$ cat config.mk
export PLATFORM = sky130hd
export DESIGN_NAME = sd_cmd_tx_ctrl_flat
export DESIGN_NICKNAME = d
export VERILOG_FILES = /design/src/rtl/sd_cmd_tx_ctrl_if.sv /design/src/rtl/sd_cmd_tx_ctrl.sv /design/src/flat_wrapper.sv
export SDC_FILE = /design/constraint.sdc
export NUM_CORES = 1
export LEC_CHECK = 0
export CAP_MARGIN = 40
export CORE_MARGIN = 10
export CORE_UTILIZATION = 55
export CTS_CLUSTER_SIZE = 10
export DETAILED_ROUTE_END_ITERATION = 7
export MAX_ROUTING_LAYER = met4
export PLACE_DENSITY = 0.93
export SLEW_MARGIN = 20
export SYNTH_ARGS = -nofsm -noshare
export SYNTH_HDL_FRONTEND = slang
export SYNTH_SLANG_ARGS = --single-unit
$ cat constraint.sdc
create_clock -name clk -period 3.8 [get_ports clk]
set_clock_uncertainty 0.15 [all_clocks]
set_input_delay 0.76 -clock clk [delete_from_list [all_inputs] [get_ports clk]]
set_output_delay 0.76 -clock clk [all_outputs]
set_load 0.01 [all_outputs]
$ cat src/rtl/sd_cmd_tx_ctrl_if.sv
// sd_cmd_tx_ctrl_if
// Purpose : groups the command handshake, the bit strobe and the CMD pad
//           signals of sd_cmd_tx_ctrl into one bundle.
// Modports:
//   master - command scheduler / pad side: drives bit_en, cmd_valid,
//            cmd_index, cmd_arg, cmd_crc_in; observes cmd_ready, cmd_out,
//            cmd_oe, busy, done.
//   slave  - sd_cmd_tx_ctrl side (directions mirrored).
interface sd_cmd_tx_ctrl_if;
    logic        bit_en;
    logic        cmd_valid;
    logic        cmd_ready;
    logic [5:0]  cmd_index;
    logic [31:0] cmd_arg;
    logic [6:0]  cmd_crc_in;
    logic        cmd_out;
    logic        cmd_oe;
    logic        busy;
    logic        done;

    modport master (
        output bit_en, cmd_valid, cmd_index, cmd_arg, cmd_crc_in,
        input  cmd_ready, cmd_out, cmd_oe, busy, done
    );

    modport slave (
        input  bit_en, cmd_valid, cmd_index, cmd_arg, cmd_crc_in,
        output cmd_ready, cmd_out, cmd_oe, busy, done
    );
endinterface

$ cat src/rtl/sd_cmd_tx_ctrl.sv
// sd_cmd_tx_ctrl
// Purpose : sends one 48-bit SD CMD-line frame
//           {start 0, tx 1, index[5:0], arg[31:0], crc7[6:0], end 1}
//           MSB-first, one bit per bit_en strobe, then holds the line
//           released for NCC_CYCLES strobes before accepting the next command.
// Ports   :
//   clk   - system clock, rising edge
//   reset - synchronous, active-high
//   cmd   - sd_cmd_tx_ctrl_if.slave: bit_en strobe, valid/ready command
//           handshake with index/arg/crc_in, CMD pad data/enable, busy, done
// Parameters:
//   NCC_CYCLES - idle strobe periods after the end bit (1..63)
// Build option:
//   CMD_CRC7_EN - when defined the CRC7 (x^7+x^3+1, init 0) is generated
//                 internally over the first 40 frame bits and cmd_crc_in is
//                 ignored; when undefined cmd_crc_in is sent as-is.
//
// state | meaning
// IDLE  | line released high, cmd_ready=1, waiting for cmd_valid
// SEND  | driving the frame, one bit per bit_en strobe
// NCC   | line released, counting the recovery gap strobes
module sd_cmd_tx_ctrl #(
    parameter int unsigned NCC_CYCLES = 8
) (
    input logic           clk,
    input logic           reset,
    sd_cmd_tx_ctrl_if.slave cmd
);

    typedef enum logic [1:0] {
        IDLE = 2'd0,
        SEND = 2'd1,
        NCC  = 2'd2
    } state_t;

    localparam logic [5:0] LAST_BIT = 6'd47;
    localparam logic [5:0] NCC_LAST = 6'(NCC_CYCLES - 1);

    state_t      state;
    logic [47:0] shift_q;
    logic [5:0]  cnt_q;
    logic        cmd_out_q;
    logic        cmd_oe_q;
    logic        cmd_ready_q;
    logic        busy_q;
    logic        done_q;

    logic [6:0]  crc7;
    logic [47:0] frame;

`ifdef CMD_CRC7_EN
    function automatic logic [6:0] crc7_calc(input logic [39:0] data);
        logic [6:0] c;
        logic       fb;
        c = '0;
        for (int i = 39; i >= 0; i--) begin
            fb = data[i] ^ c[6];
            c  = {c[5:0], 1'b0};
            if (fb) begin
                c = c ^ 7'h09;
            end
        end
        return c;
    endfunction

    always_comb begin
        crc7 = crc7_calc({1'b0, 1'b1, cmd.cmd_index, cmd.cmd_arg});
    end
`else
    always_comb begin
        crc7 = cmd.cmd_crc_in;
    end
`endif

    always_comb begin
        frame = {1'b0, 1'b1, cmd.cmd_index, cmd.cmd_arg, crc7, 1'b1};
    end

    always_ff @(posedge clk) begin
        if (reset) begin
            state       <= IDLE;
            shift_q     <= '0;
            cnt_q       <= '0;
            cmd_out_q   <= 1'b1;
            cmd_oe_q    <= 1'b0;
            cmd_ready_q <= 1'b0;
            busy_q      <= 1'b0;
            done_q      <= 1'b0;
        end else begin
            done_q <= 1'b0;
            case (state)
                IDLE: begin
                    cmd_oe_q  <= 1'b0;
                    cmd_out_q <= 1'b1;
                    if (cmd.cmd_valid && cmd_ready_q) begin
                        // Frame is captured whole so later input changes are harmless;
                        // the start bit goes on the line straight away.
                        shift_q     <= frame;
                        cnt_q       <= '0;
                        state       <= SEND;
                        busy_q      <= 1'b1;
                        cmd_ready_q <= 1'b0;
                        cmd_oe_q    <= 1'b1;
                        cmd_out_q   <= frame[47];
                    end else begin
                        cmd_ready_q <= 1'b1;
                    end
                end
                SEND: begin
                    if (cmd.bit_en) begin
                        if (cnt_q == LAST_BIT) begin
                            state     <= NCC;
                            cnt_q     <= '0;
                            cmd_oe_q  <= 1'b0;
                            cmd_out_q <= 1'b1;
                        end else begin
                            // Next bit comes from shift_q[46] so the pad sees it on
                            // the same edge the register shifts.
                            shift_q   <= {shift_q[46:0], 1'b0};
                            cmd_out_q <= shift_q[46];
                            cnt_q     <= cnt_q + 6'd1;
                        end
                    end
                end
                NCC: begin
                    if (cmd.bit_en) begin
                        if (cnt_q == NCC_LAST) begin
                            state  <= IDLE;
                            busy_q <= 1'b0;
                            done_q <= 1'b1;
                        end else begin
                            cnt_q <= cnt_q + 6'd1;
                        end
                    end
                end
                default: begin
                    state <= IDLE;
                end
            endcase
        end
    end

    assign cmd.cmd_out   = cmd_out_q;
    assign cmd.cmd_oe    = cmd_oe_q;
    assign cmd.cmd_ready = cmd_ready_q;
    assign cmd.busy      = busy_q;
    assign cmd.done      = done_q;

endmodule

$ cat src/flat_wrapper.sv
// flat-port wrapper written by rule: the top's interface ports become plain ports
module sd_cmd_tx_ctrl_flat 
#(
    parameter int unsigned NCC_CYCLES = 8
)
  (clk, reset, cmd_bit_en, cmd_cmd_valid, cmd_cmd_index, cmd_cmd_arg, cmd_cmd_crc_in, cmd_cmd_ready, cmd_cmd_out, cmd_cmd_oe, cmd_busy, cmd_done);
  sd_cmd_tx_ctrl_if cmd_i ();
  input logic clk;
  input logic reset;
  input wire logic [$bits(cmd_i.bit_en)-1:0] cmd_bit_en;
  input wire logic [$bits(cmd_i.cmd_valid)-1:0] cmd_cmd_valid;
  input wire logic [$bits(cmd_i.cmd_index)-1:0] cmd_cmd_index;
  input wire logic [$bits(cmd_i.cmd_arg)-1:0] cmd_cmd_arg;
  input wire logic [$bits(cmd_i.cmd_crc_in)-1:0] cmd_cmd_crc_in;
  output wire logic [$bits(cmd_i.cmd_ready)-1:0] cmd_cmd_ready;
  output wire logic [$bits(cmd_i.cmd_out)-1:0] cmd_cmd_out;
  output wire logic [$bits(cmd_i.cmd_oe)-1:0] cmd_cmd_oe;
  output wire logic [$bits(cmd_i.busy)-1:0] cmd_busy;
  output wire logic [$bits(cmd_i.done)-1:0] cmd_done;
  assign cmd_i.bit_en = cmd_bit_en;
  assign cmd_i.cmd_valid = cmd_cmd_valid;
  assign cmd_i.cmd_index = cmd_cmd_index;
  assign cmd_i.cmd_arg = cmd_cmd_arg;
  assign cmd_i.cmd_crc_in = cmd_cmd_crc_in;
  assign cmd_cmd_ready = cmd_i.cmd_ready;
  assign cmd_cmd_out = cmd_i.cmd_out;
  assign cmd_cmd_oe = cmd_i.cmd_oe;
  assign cmd_busy = cmd_i.busy;
  assign cmd_done = cmd_i.done;
  sd_cmd_tx_ctrl #(.NCC_CYCLES(NCC_CYCLES)) u_core (.clk(clk), .reset(reset), .cmd(cmd_i));
endmodule
## Yosys cells after proc, flatten, opt, wreduce, memory -nomap -nowiden

Cells that the tools add are included.

| cells by class | value |
|---|---|
| add/sub/neg operators | 1 |
| multipliers | 0 |
| divide/modulo/power cells | 0 |
| order comparisons | 0 |
| equality and inequality tests | 11 |
| shift operators | 0 |
| muxes and demuxes | 29 |
| bitwise operators | 2 |
| reduce and logical (&&, ||, !) cells | 12 |

Operators with widths:

| operator | count |
|---|---|
| 47-bit two-way mux | 3 |
| 47-bit case mux with 2 select lines | 1 |
| 6-bit two-way mux | 5 |
| 6-bit case mux with 3 select lines | 1 |
| 1-bit two-way mux | 10 |
| 2-bit two-way mux | 5 |
| 5-bit AND reduction | 2 |
| 2-bit inequality test, second input constant | 4 |
| 4-bit AND reduction | 2 |
| 6-bit by 1-bit adder with 6-bit output, second input constant | 1 |
| 6-bit by 3-bit == test with 1-bit output, second input constant | 1 |
| 6-bit == test, second input constant | 1 |
| 2-bit by 1-bit inequality test with 1-bit output, second input constant | 3 |
| 1-bit case mux with 2 select lines | 3 |
| 2-bit case mux with 3 select lines | 1 |
| 2-bit nonzero test | 2 |
| 3-bit AND reduction | 1 |
| 3-bit nonzero test | 1 |
| 3-bit OR reduction | 1 |
| 2-bit by 1-bit == test with 1-bit output, second input constant | 1 |
| 2-bit == test, second input constant | 1 |
| 2-bit zero test | 1 |
| 1-bit NOT | 2 |
| 2-bit AND reduction | 1 |
| 1-bit logical AND | 1 |

| storage, ports and cells | value |
|---|---|
| register bits | 60 |
| latch bits | 0 |
| memory bits (writable) | 0 |
| memory bits (read-only) | 0 |
| output and inout port bits | 5 |
| word-level logic and storage cells | 63 |
| memories kept | 0 |

## Depth between registers and ports, before layout

| depth | value |
|---|---|
| depth after elaboration | 4 |
| depth in mapped cells | 7 |
| gate-level depth less buffers | 6 |

## Worst setup path after synthesis

No wires, ideal clock.

| timing | value |
|---|---|
| kind | input port to flip-flop |
| from | in cmd_cmd_valid |
| to | reg u_core.cnt_q[3] |
| setup time | 0.075 ns |
| arrival | 1.813 ns |
| required time | 3.575 ns |
| slack | 1.762 ns |
| stages | 5 |
| buffers on the path | 1 |
| path through | a21boi_2 or4_4 buf_6 a21o_1 o22ai_1 |

| between the ends | value |
|---|---|
| word-level cells in the longest chain between the ends | 3 |

RTL lines:

| what | RTL line | RTL |
|---|---|---|
| from (decl) | flat_wrapper.sv:11 | `input wire logic [$bits(cmd_i.cmd_valid)-1:0] cmd_cmd_valid;` |
| 1-bit logical AND | sd_cmd_tx_ctrl.sv:95 | `if (cmd.cmd_valid && cmd_ready_q) begin` |
| 2-bit by 1-bit inequality test with 1-bit output (no source line) | - |  |
| 5-bit AND reduction (no source line) | - |  |
| to (signal assigned) | sd_cmd_tx_ctrl.sv:121 | `cnt_q <= cnt_q + 6'd1;` |
| to (signal assigned) | sd_cmd_tx_ctrl.sv:132 | `cnt_q <= cnt_q + 6'd1;` |
| to (decl) | sd_cmd_tx_ctrl.sv:41 | `logic [5:0] cnt_q;` |

Every way passes these cells.
A chain may end at the register's enable or synchronous reset.

## Final worst setup path

| timing | value |
|---|---|
| from | in cmd_cmd_valid |
| to | reg u_core.shift_q[23] |

| between the ends | value |
|---|---|
| word-level cells in the longest chain between the ends | 3 |

RTL lines:

| what | RTL line | RTL |
|---|---|---|
| 1-bit logical AND | sd_cmd_tx_ctrl.sv:95 |  |
| 2-bit by 1-bit inequality test with 1-bit output (no source line) | - |  |
| 4-bit AND reduction (no source line) | - |  |
| to (signal assigned) | sd_cmd_tx_ctrl.sv:98 | `shift_q <= frame;` |
| to (signal assigned) | sd_cmd_tx_ctrl.sv:119 | `shift_q <= {shift_q[46:0], 1'b0};` |
| to (decl) | sd_cmd_tx_ctrl.sv:40 | `logic [47:0] shift_q;` |

Every way passes these cells.

==> flow_summary.yaml <==
clock_tree:
  htree_levels: 3
  post-cts-setup-buffer-count: 0
  ctsResizeCount: 0
  clk_path_buf_depth: 2
  ctsHoldBuffers: 0
  cts_tree: "yes"
  root_buffer: "clkbuf_8"
  cts.clk_slew.worst_paths_ns: 0.06
  clock_latency_ns: 0.35
  clkSinkCount: 60
  cts_buffers: 9
placement:
  port_buffers: 53
  placed_cells: 462
  hpwl_um: 5120
  place_ws_ns: 0.789
  place_area_um2: 3750
  gp_congestion: 0.863
global_route:
  grt_max_degree: 50
  grt_pass1_wl_um: 12000
  grt_antenna_before_repair: 0
  grt_use_total_pct: 16.7
  grt_pass1_vias: 2642
  gr-total-overflow: 0
layout:
  diodes: 0
  fin_area_um2: 3910
  instances_no_fill: 476
  utilization_pct: 70.1
  drive_gt1_share_pct: 17.1
  syn2layout_area_growth_pct: 21.9
  fin_nets: 454
sta:
  setup_violations: 0
  fin_tns_setup_ns: 0
  setup_ws_ns: 1.11
  fin_crit_sh_pct: 70.9
  clock.fmax_mhz: 371
  rsz0062_at_grt: "false"
  tightest_slew_ns: 0.579
  max_slew_margin_pct: 61.4
  min_period_ns: 2.69
  timing.final.hold_violations: 0
  slew_viol_final: 0
power:
  ir_drop_mv: 0.379
  p_leak_nw: 1.65
  power_density_nw_per_um2: 614
synth:
  synth_common_cells: "nand2_1, dfxtp_1, mux2i_1, mux2_2, clkbuf_1"
  yosysTopAreaCellShare_pct: 37.5
  synth_edf_count: 0
  synth.avg_cell_area_um2: 8.95
  yosysMostFrequentCell: "nand2_1"
  syn_nets: 411
  netlist_area_um2: 3200
  ys_seq_elements: 60
  synth_cells: 358
  synthTopCellsByArea: "dfxtp_1, mux2_2, mux2i_1"
  synthFlopType: "dfxtp_1"
  synth_top_cell_by_area: "dfxtp_1"
  ys_seq_area_share_pct: 37.5
  yosys_warnings: 0
  async_reset_ff_share_pct: 0
  synth_cell_type_count: 46
floorplanning:
  ios: 54
  chipHeight_um: 96.3
  die_w_um: 96.3
  die-area_um2: 9280
  initial_utilization_pct: 57.5
  fp-row-count: 27
  coreArea_um2: 5570
critical_path:
  cp.required_ns: 3.92
  path_cells: "clkdlybuf4s50_1 > a21boi_2 > a211o_2 > buf_4 > mux2i_1"
  crit_path_start_kind: "input pin"
  crit_buf_inv: 2
  critPathMaxStageDelay_ns: 0.56
  critical_path_arrival_ns: 2.81
  cp_top_family: "compound AO/OA/AOI/OAI gates"
  worstPathMaxFanout: 20
  critPathCaptureType: "flop"
  cp_slowest_cell: "a211o_2"
  crit_type: "input pin to flop"
hold_path:
  holdCritPathClass: "flop to flop"
job:
  cap_violations: 0
detailed_routing:
  avgViaCountPerCell: 5.65
  drc: 0
  first_pass_iters: 4
  totalWireLength_um: 7350
  first_iter_violations: 114
  drtAntennaViolNets: 0
  routedWlPerCell_um: 15.4
  num_vias: 2688
run_status:
  outcome: "completed"
==> cells by family (layout without fill, tap and decap cells) <==
| group | Yosys count | after routing | share of synthesized area, % |
|---|---|---|---|
| simple gates | 124 | 124 | 16.2 |
| fa+ha+maj | 4 | 4 | 1.56 |
| flops | 60 | 60 | 37.5 |
| compound gates | 43 | 43 | 9.37 |
| mux | 91 | 91 | 30.2 |
| buf+inv | 36 | 82 | 5.19 |
==> through the flow <==
stage	power (mW)	hold slack [ns]
floorplan	1.71	0.285
global placement	1.87	0.291
detailed placement	1.92	0.301
CTS	2.41	0.310
global route	2.54	0.328
finish	2.40	0.308
==> worst register-to-register path, cell delays in order (launching register included) <==
cell and delay [ns]:
dfxtp_1 0.32, inv_1 0.10, ha_1 0.29, a21boi_2 0.44, a211o_2 0.56, buf_4 0.32, mux2i_1 0.22
==> registers in the layout, summed over array words and instances, names as in the netlist <==
signal,count
u_core.cmd.cmd_oe,1
u_core.cmd.cmd_ready,1
u_core.state,2
u_core.cnt_q,6
u_core.cmd.done,1
u_core.cmd.cmd_out,1
u_core.shift_q,47
u_core.cmd.busy,1
==> report_power, final <==
| group | leakage (nW) | switching [mW] | internal [mW] |
|---|---|---|---|
| Sequential | 0.490 | 0.0902 | 0.793 |
| Clock | 0.0848 | 0.238 | 0.243 |
| Combinational | 1.07 | 0.489 | 0.546 |
==> metal layers <==
metal | vias to the layer above | wire length [um] | track usage [%]
li1 | 1336 | - | -
met1 | 1260 | 3210 | 19.1
met2 | 79 | 3600 | 26.7
met3 | 13 | 455 | 5.68
met4 | 0 | 86 | 6.17
met5 | - | 0 | -
==> worst paths after layout <==
check	start	end	slack, ns	cells after the start
max	cmd_cmd_valid	u_core.shift_q[23]	1.11	5
min	u_core.shift_q[32]	u_core.shift_q[32]	0.31	2
max reg2reg	u_core.state[1]	u_core.shift_q[23]	1.33	6
min reg2reg	u_core.shift_q[32]	u_core.shift_q[32]	0.31	2
==> cell usage in the layout (no fill, tap or decap), types with 7 or more instances in the layout <==
cell	instances
clkdlybuf4s50_1	53
nand2_1	97
a21oi_1	10
inv_1	9
o21ai_0	7
mux2i_1	46
mux2_2	45
clkbuf_8	10
dfxtp_1	60
==> cell type report <==
cell class	instances	area, um2
well taps	72	90.1
inverters	10	37.5
clock inverters	3	15.0
fillers	402	1670
clock buffers	11	141
flip-flops and latches	60	1200
repair buffers	58	581
multi-input cells	262	1840
Note: power is estimated with default switching activity, not from simulation.
